$ cat config.mk
export PLATFORM = sky130hd
export DESIGN_NAME = multicycle_ctrl
export DESIGN_NICKNAME = d
export VERILOG_FILES = /design/src/rtl/cpu_ctrl_pkg.sv /design/src/rtl/instret_counter.sv /design/src/rtl/multicycle_ctrl.sv
export SDC_FILE = /design/constraint.sdc
export NUM_CORES = 1
export LEC_CHECK = 0
export BUFFER_PORTS_ARGS = -buffer_cell sky130_fd_sc_hd__buf_2
export CAP_MARGIN = 10
export CORE_AREA = 2 2 67 69
export DETAILED_ROUTE_END_ITERATION = 6
export DIE_AREA = 0 0 69 71
export PLACE_DENSITY = 0.72
export SYNTH_ARGS = -nofsm -noshare
export SYNTH_HDL_FRONTEND = slang
export SYNTH_SLANG_ARGS = --single-unit
$ cat constraint.sdc
create_clock -name clk -period 2.1 [get_ports clk]
set_input_delay 0 -clock clk [delete_from_list [all_inputs] [get_ports clk]]
set_output_delay 0 -clock clk [all_outputs]
set_load 0.05 [all_outputs]
$ cat src/rtl/cpu_ctrl_pkg.sv
// Shared encodings and opcode-class decoding for the multi-cycle CPU control FSM.
package cpu_ctrl_pkg;

    localparam logic [2:0] S_FETCH  = 3'd0;
    localparam logic [2:0] S_DECODE = 3'd1;
    localparam logic [2:0] S_EXEC   = 3'd2;
    localparam logic [2:0] S_MEM    = 3'd3;
    localparam logic [2:0] S_WB     = 3'd4;
    localparam logic [2:0] S_BR     = 3'd5;

    localparam logic [2:0] OP_LOAD     = 3'd0;
    localparam logic [2:0] OP_STORE    = 3'd1;
    localparam logic [2:0] OP_BR0      = 3'd2;
    localparam logic [2:0] OP_BR1      = 3'd3;
    localparam logic [2:0] OP_ALU_BASE = 3'd4;

    function automatic logic is_mem(input logic [2:0] op);
        return (op == OP_LOAD) || (op == OP_STORE);
    endfunction

    function automatic logic is_branch(input logic [2:0] op);
        return (op == OP_BR0) || (op == OP_BR1);
    endfunction

    function automatic logic is_alu(input logic [2:0] op);
        return op >= OP_ALU_BASE;
    endfunction

endpackage

$ cat src/rtl/instret_counter.sv
// Enable counter that silently wraps; reused for retired-instruction and later perf counts.
module instret_counter #(
    parameter int CNTW = 32
) (
    input  logic            clk,
    input  logic            rst_n,
    input  logic            en,
    output logic [CNTW-1:0] count
);

    always_ff @(posedge clk or negedge rst_n) begin
        if (!rst_n) begin
            count <= '0;
        end else if (en) begin
            count <= count + {{(CNTW-1){1'b0}}, 1'b1};
        end
    end

endmodule

$ cat src/rtl/multicycle_ctrl.sv
// Control FSM sequencing the multi-cycle datapath: fetch, decode, execute, memory, writeback.
module multicycle_ctrl
    import cpu_ctrl_pkg::*;
#(
    parameter int OPW  = 3,
    parameter int CNTW = 32
) (
    input  logic            clk,
    input  logic            rst_n,
    input  logic            run,
    input  logic [OPW-1:0]  opcode,
    input  logic            change_pc,
    output logic            im_req,
    input  logic            im_ack,
    output logic            dm_req,
    output logic            dm_we,
    input  logic            dm_ack,
    output logic            ir_load,
    output logic            pc_inc,
    output logic            pc_load,
    output logic            alu_latch,
    output logic            rf_we,
    output logic            wb_sel,
    output logic            busy,
    output logic [2:0]      state,
    output logic [CNTW-1:0] instret
);

    logic [2:0]     state_q;
    logic [2:0]     state_d;
    logic [OPW-1:0] opcode_q;
    logic [2:0]     op_cls;
    logic           im_req_q;
    logic           fetch_done;
    logic           retire;

    assign op_cls     = 3'(opcode_q);
    assign fetch_done = (state_q == S_FETCH) && im_req_q && im_ack;

    always_comb begin
        state_d = state_q;
        retire  = 1'b0;
        case (state_q)
            S_FETCH:  if (fetch_done) state_d = S_DECODE;
            S_DECODE: state_d = S_EXEC;
            S_EXEC: begin
                if (is_mem(op_cls))         state_d = S_MEM;
                else if (is_branch(op_cls)) state_d = S_BR;
                else                        state_d = S_WB;
            end
            S_MEM: begin
                if (dm_ack) begin
                    if (op_cls == OP_STORE) begin
                        state_d = S_FETCH;
                        retire  = 1'b1;
                    end else begin
                        state_d = S_WB;
                    end
                end
            end
            S_WB, S_BR: begin
                state_d = S_FETCH;
                retire  = 1'b1;
            end
            default:  state_d = S_FETCH;
        endcase
    end

    // A pending fetch survives run falling; only the ack clears it.
    always_ff @(posedge clk or negedge rst_n) begin
        if (!rst_n) begin
            state_q  <= S_FETCH;
            im_req_q <= 1'b0;
            opcode_q <= '0;
        end else begin
            state_q <= state_d;
            if (state_q == S_FETCH) begin
                im_req_q <= im_req_q ? !im_ack : run;
            end else begin
                im_req_q <= 1'b0;
            end
            if (state_q == S_DECODE) begin
                opcode_q <= opcode;
            end
        end
    end

    instret_counter #(.CNTW(CNTW)) u_instret (
        .clk   (clk),
        .rst_n (rst_n),
        .en    (retire),
        .count (instret)
    );

    assign im_req    = im_req_q;
    assign ir_load   = fetch_done;
    assign pc_inc    = fetch_done;
    assign alu_latch = (state_q == S_EXEC);
    assign dm_req    = (state_q == S_MEM);
    assign dm_we     = (state_q == S_MEM) && (op_cls == OP_STORE);
    assign rf_we     = (state_q == S_WB);
    assign wb_sel    = (state_q == S_WB) && (op_cls == OP_LOAD);
    // pc_load overrides the increment already applied during FETCH.
    assign pc_load   = (state_q == S_BR) && change_pc;
    assign busy      = (state_q != S_FETCH) || im_req_q;
    assign state     = state_q;

endmodule

==> impl_metrics.ini <==
[layout]
fin_util_pct = 58.99
diodes = 0
post-route-cell-area_um2 = 2480
nFillCells = 401
final_nets = 251
area_growth_pct = 23.18
drive_gt1_share_pct = 34.02

[placed_design]
place_hpwl_um = 2914
place.gp.congestion = 0.7491
io_buffer_count = 53
placed_area_um2 = 2352

[min_path]
worst_hold_path_type = in -> reg

[clock_tree]
clk_pin_slew_ns = 0.07
tritoncts_num_sinks = 39
cts_buffers = 5
clock_latency_ns = 0.28
cts_buffer_depth = 2
cts_tree = yes
cts_root_buf = clkbuf_8
htree_levels = 2
cts_resized = 0
postCtsSetupBuffers = 0

[floorplanning]
ios = 54
row_count = 24
die_w_um = 69
die_h_um = 71
start_util_pct = 47.89
die-area_um2 = 4899
coreArea_um2 = 4204

[sta]
rsz0062_at_grt = no
fmax_mhz = 513.6
setup_viol = 0
finClkSkew_ns = 0.008139
slew_viol_final = 0
fin_tns_setup_ns = 0
worstMarginPinSlew_ns = 0.8313
hold_viol = 0
period_share_pct = 92.71
slew_headroom_pct = 44.58
period_minus_slack_ns = 1.947

[outcome]
status = complete, no violations

[setup_path]
crit_buf_inv = 1
critPathKind = reg -> reg
path_cells = and3b_1, a41oi_4, buf_4, nor4_2, xor2_1
crit_fanout = 22
arrival_ns = 2.16
cp_top_family = simple AND/OR/NAND/NOR gates
worstPathRequired_ns = 2.31
end_kind = flip-flop
critPathLaunchType = flip-flop
slowest_delay_ns = 0.42
critPathSlowestCell = dfrtp_1

[grt]
grt_pass1_wl_um = 6969
grt_pass1_vias = 1462
grt_max_degree = 40
grt-ovfl-total = 0
track_usage_pct = 17.56
antenna_found_initial = 0

[synth]
syn_nets = 189
syn_area_um2 = 2013
syn_inst = 179
synth_edf_count = 0
yosysMostFrequentCell = dfrtp_1
synthTopCellsByCount = dfrtp_1, xor2_1, nand2_1
ys.flop_type = dfrtp_1
ys_seq_area_share_pct = 48.48
ys_types = 38
yosys_warnings = 0
async_reset_ff_share_pct = 100.0
yosys.area.top_type = dfrtp_1
synth-seq-cells = 39
ys_top_cells_by_area = dfrtp_1, xor2_1, xnor2_1, nand2_1, nor4_2
syn_area_per_cell_um2 = 11.25
synth_top_area_share_pct = 48.48

[power_and_ir_drop]
peakVddDrop_mv = 0.5045
powerDensity_nw_per_um2 = 1007
fin_total_pwr_mw = 2.497
leakage_nw = 1.379

[routing]
wl_um = 4091
drc = 0
antenna_left = 0
wl_per_cell_um = 13.96
vias = 1587
via_per_inst = 5.416
first_pass_iters = 4
initialDrtViolationCount = 55

[run]
maxCapViolations = 0
==> where the power goes <==
group	total, mW	switching (mW)	internal (mW)
Combinational	1.03	0.728	0.305
Clock	0.500	0.242	0.257
Sequential	0.965	0.119	0.846
Total	2.50	1.09	1.41
==> worst min-delay path: stages <==
cell and delay, ns:
buf_2 0.10, mux2i_1 0.12, nor4_1 0.06
==> placed cells by master, fill, tap and decap left out, types with 2 or more instances in the layout <==
cell type	count
and2_1	2
xnor2_1	8
xor2_1	23
dlygate4sd3_1	4
nand2_1	17
nor2_1	6
nor4_4	2
inv_1	3
clkbuf_8	6
and3b_1	2
nand2b_1	2
nor3_1	9
nand4_1	4
and4bb_2	2
nor3b_1	3
nor4_2	5
buf_4	7
nor4_1	2
nor4b_1	4
mux2_2	3
mux2i_1	2
and4_1	4
and3_1	9
buf_2	53
nand3_1	8
dfrtp_1	39
==> worst paths after layout <==
path	slack [ns]	startpoint	end	cells after the start
max	0.15	state[2]$_DFFE_PN0P_	u_instret.count[31]$_DFFE_PN0P_	5
min	0.04	run	im_req$_DFF_PN0_	3
max reg2reg	0.15	state[2]$_DFFE_PN0P_	u_instret.count[31]$_DFFE_PN0P_	5
min reg2reg	0.48	u_instret.count[31]$_DFFE_PN0P_	u_instret.count[31]$_DFFE_PN0P_	1
max in group asynchronous	1.21	rst_n	u_instret.count[1]$_DFFE_PN0P_	2
min in group asynchronous	0.36	rst_n	u_instret.count[4]$_DFFE_PN0P_	2
==> sequential cells by signal, summed over array words and instances (netlist names) <==
name,count
op_cls,3
state,3
u_instret.count,32
im_req,1
==> routing by layer <==
metal	global-route usage, %	vias up	part of all wire (%)
met2	27.03	52	46
met5	0	-	0
met3	3.989	7	5.6
li1	-	759	-
met4	7.190	0	1.6
met1	24.17	769	46
==> through the flow <==
step           worst slack (ns)  hold slack (ns)  instances
3_3_place_gp             0.2636           0.1527        282
2_1_floorplan           0.03687          -0.2956        179
6_report                 0.1530          0.03667        293
5_1_grt                 0.03038          0.03982        293
4_1_cts                  0.1334          0.03114        293
3_5_place_dp             0.1393           0.1606        282
==> cell families (layout without fill, tap and decap cells) <==
kind of cell    after synthesis  after routing  share of synthesized area (%)
compound gates                5              5                          2.983
xor+xnor                     31             31                          13.49
fa+ha+maj                     1              1                         0.6214
buf+inv                      12             74                          3.480
flops                        39             39                          48.48
mux                           5              5                          2.672
simple gates                 86             86                          28.28
==> area by class of cell <==
type                    instances  area, µm²  area share, %
repair buffers                 64      357.8          14.43
flip-flops and latches         39      975.9          39.35
inverters                       3      11.26         0.4541
clock buffers                   6      82.58          3.330
well taps                      52      65.06          2.624
multi-input cells             128      982.2          39.61
clock inverters                 1      5.005         0.2018
==> repair_timing <==
action / CTS / global route
endpoints found under the hold margin: 42 / 0
endpoints found under the setup margin: 0 / 0
hold buffers: 4 / 0
Power figures use the tool's default switching activity.
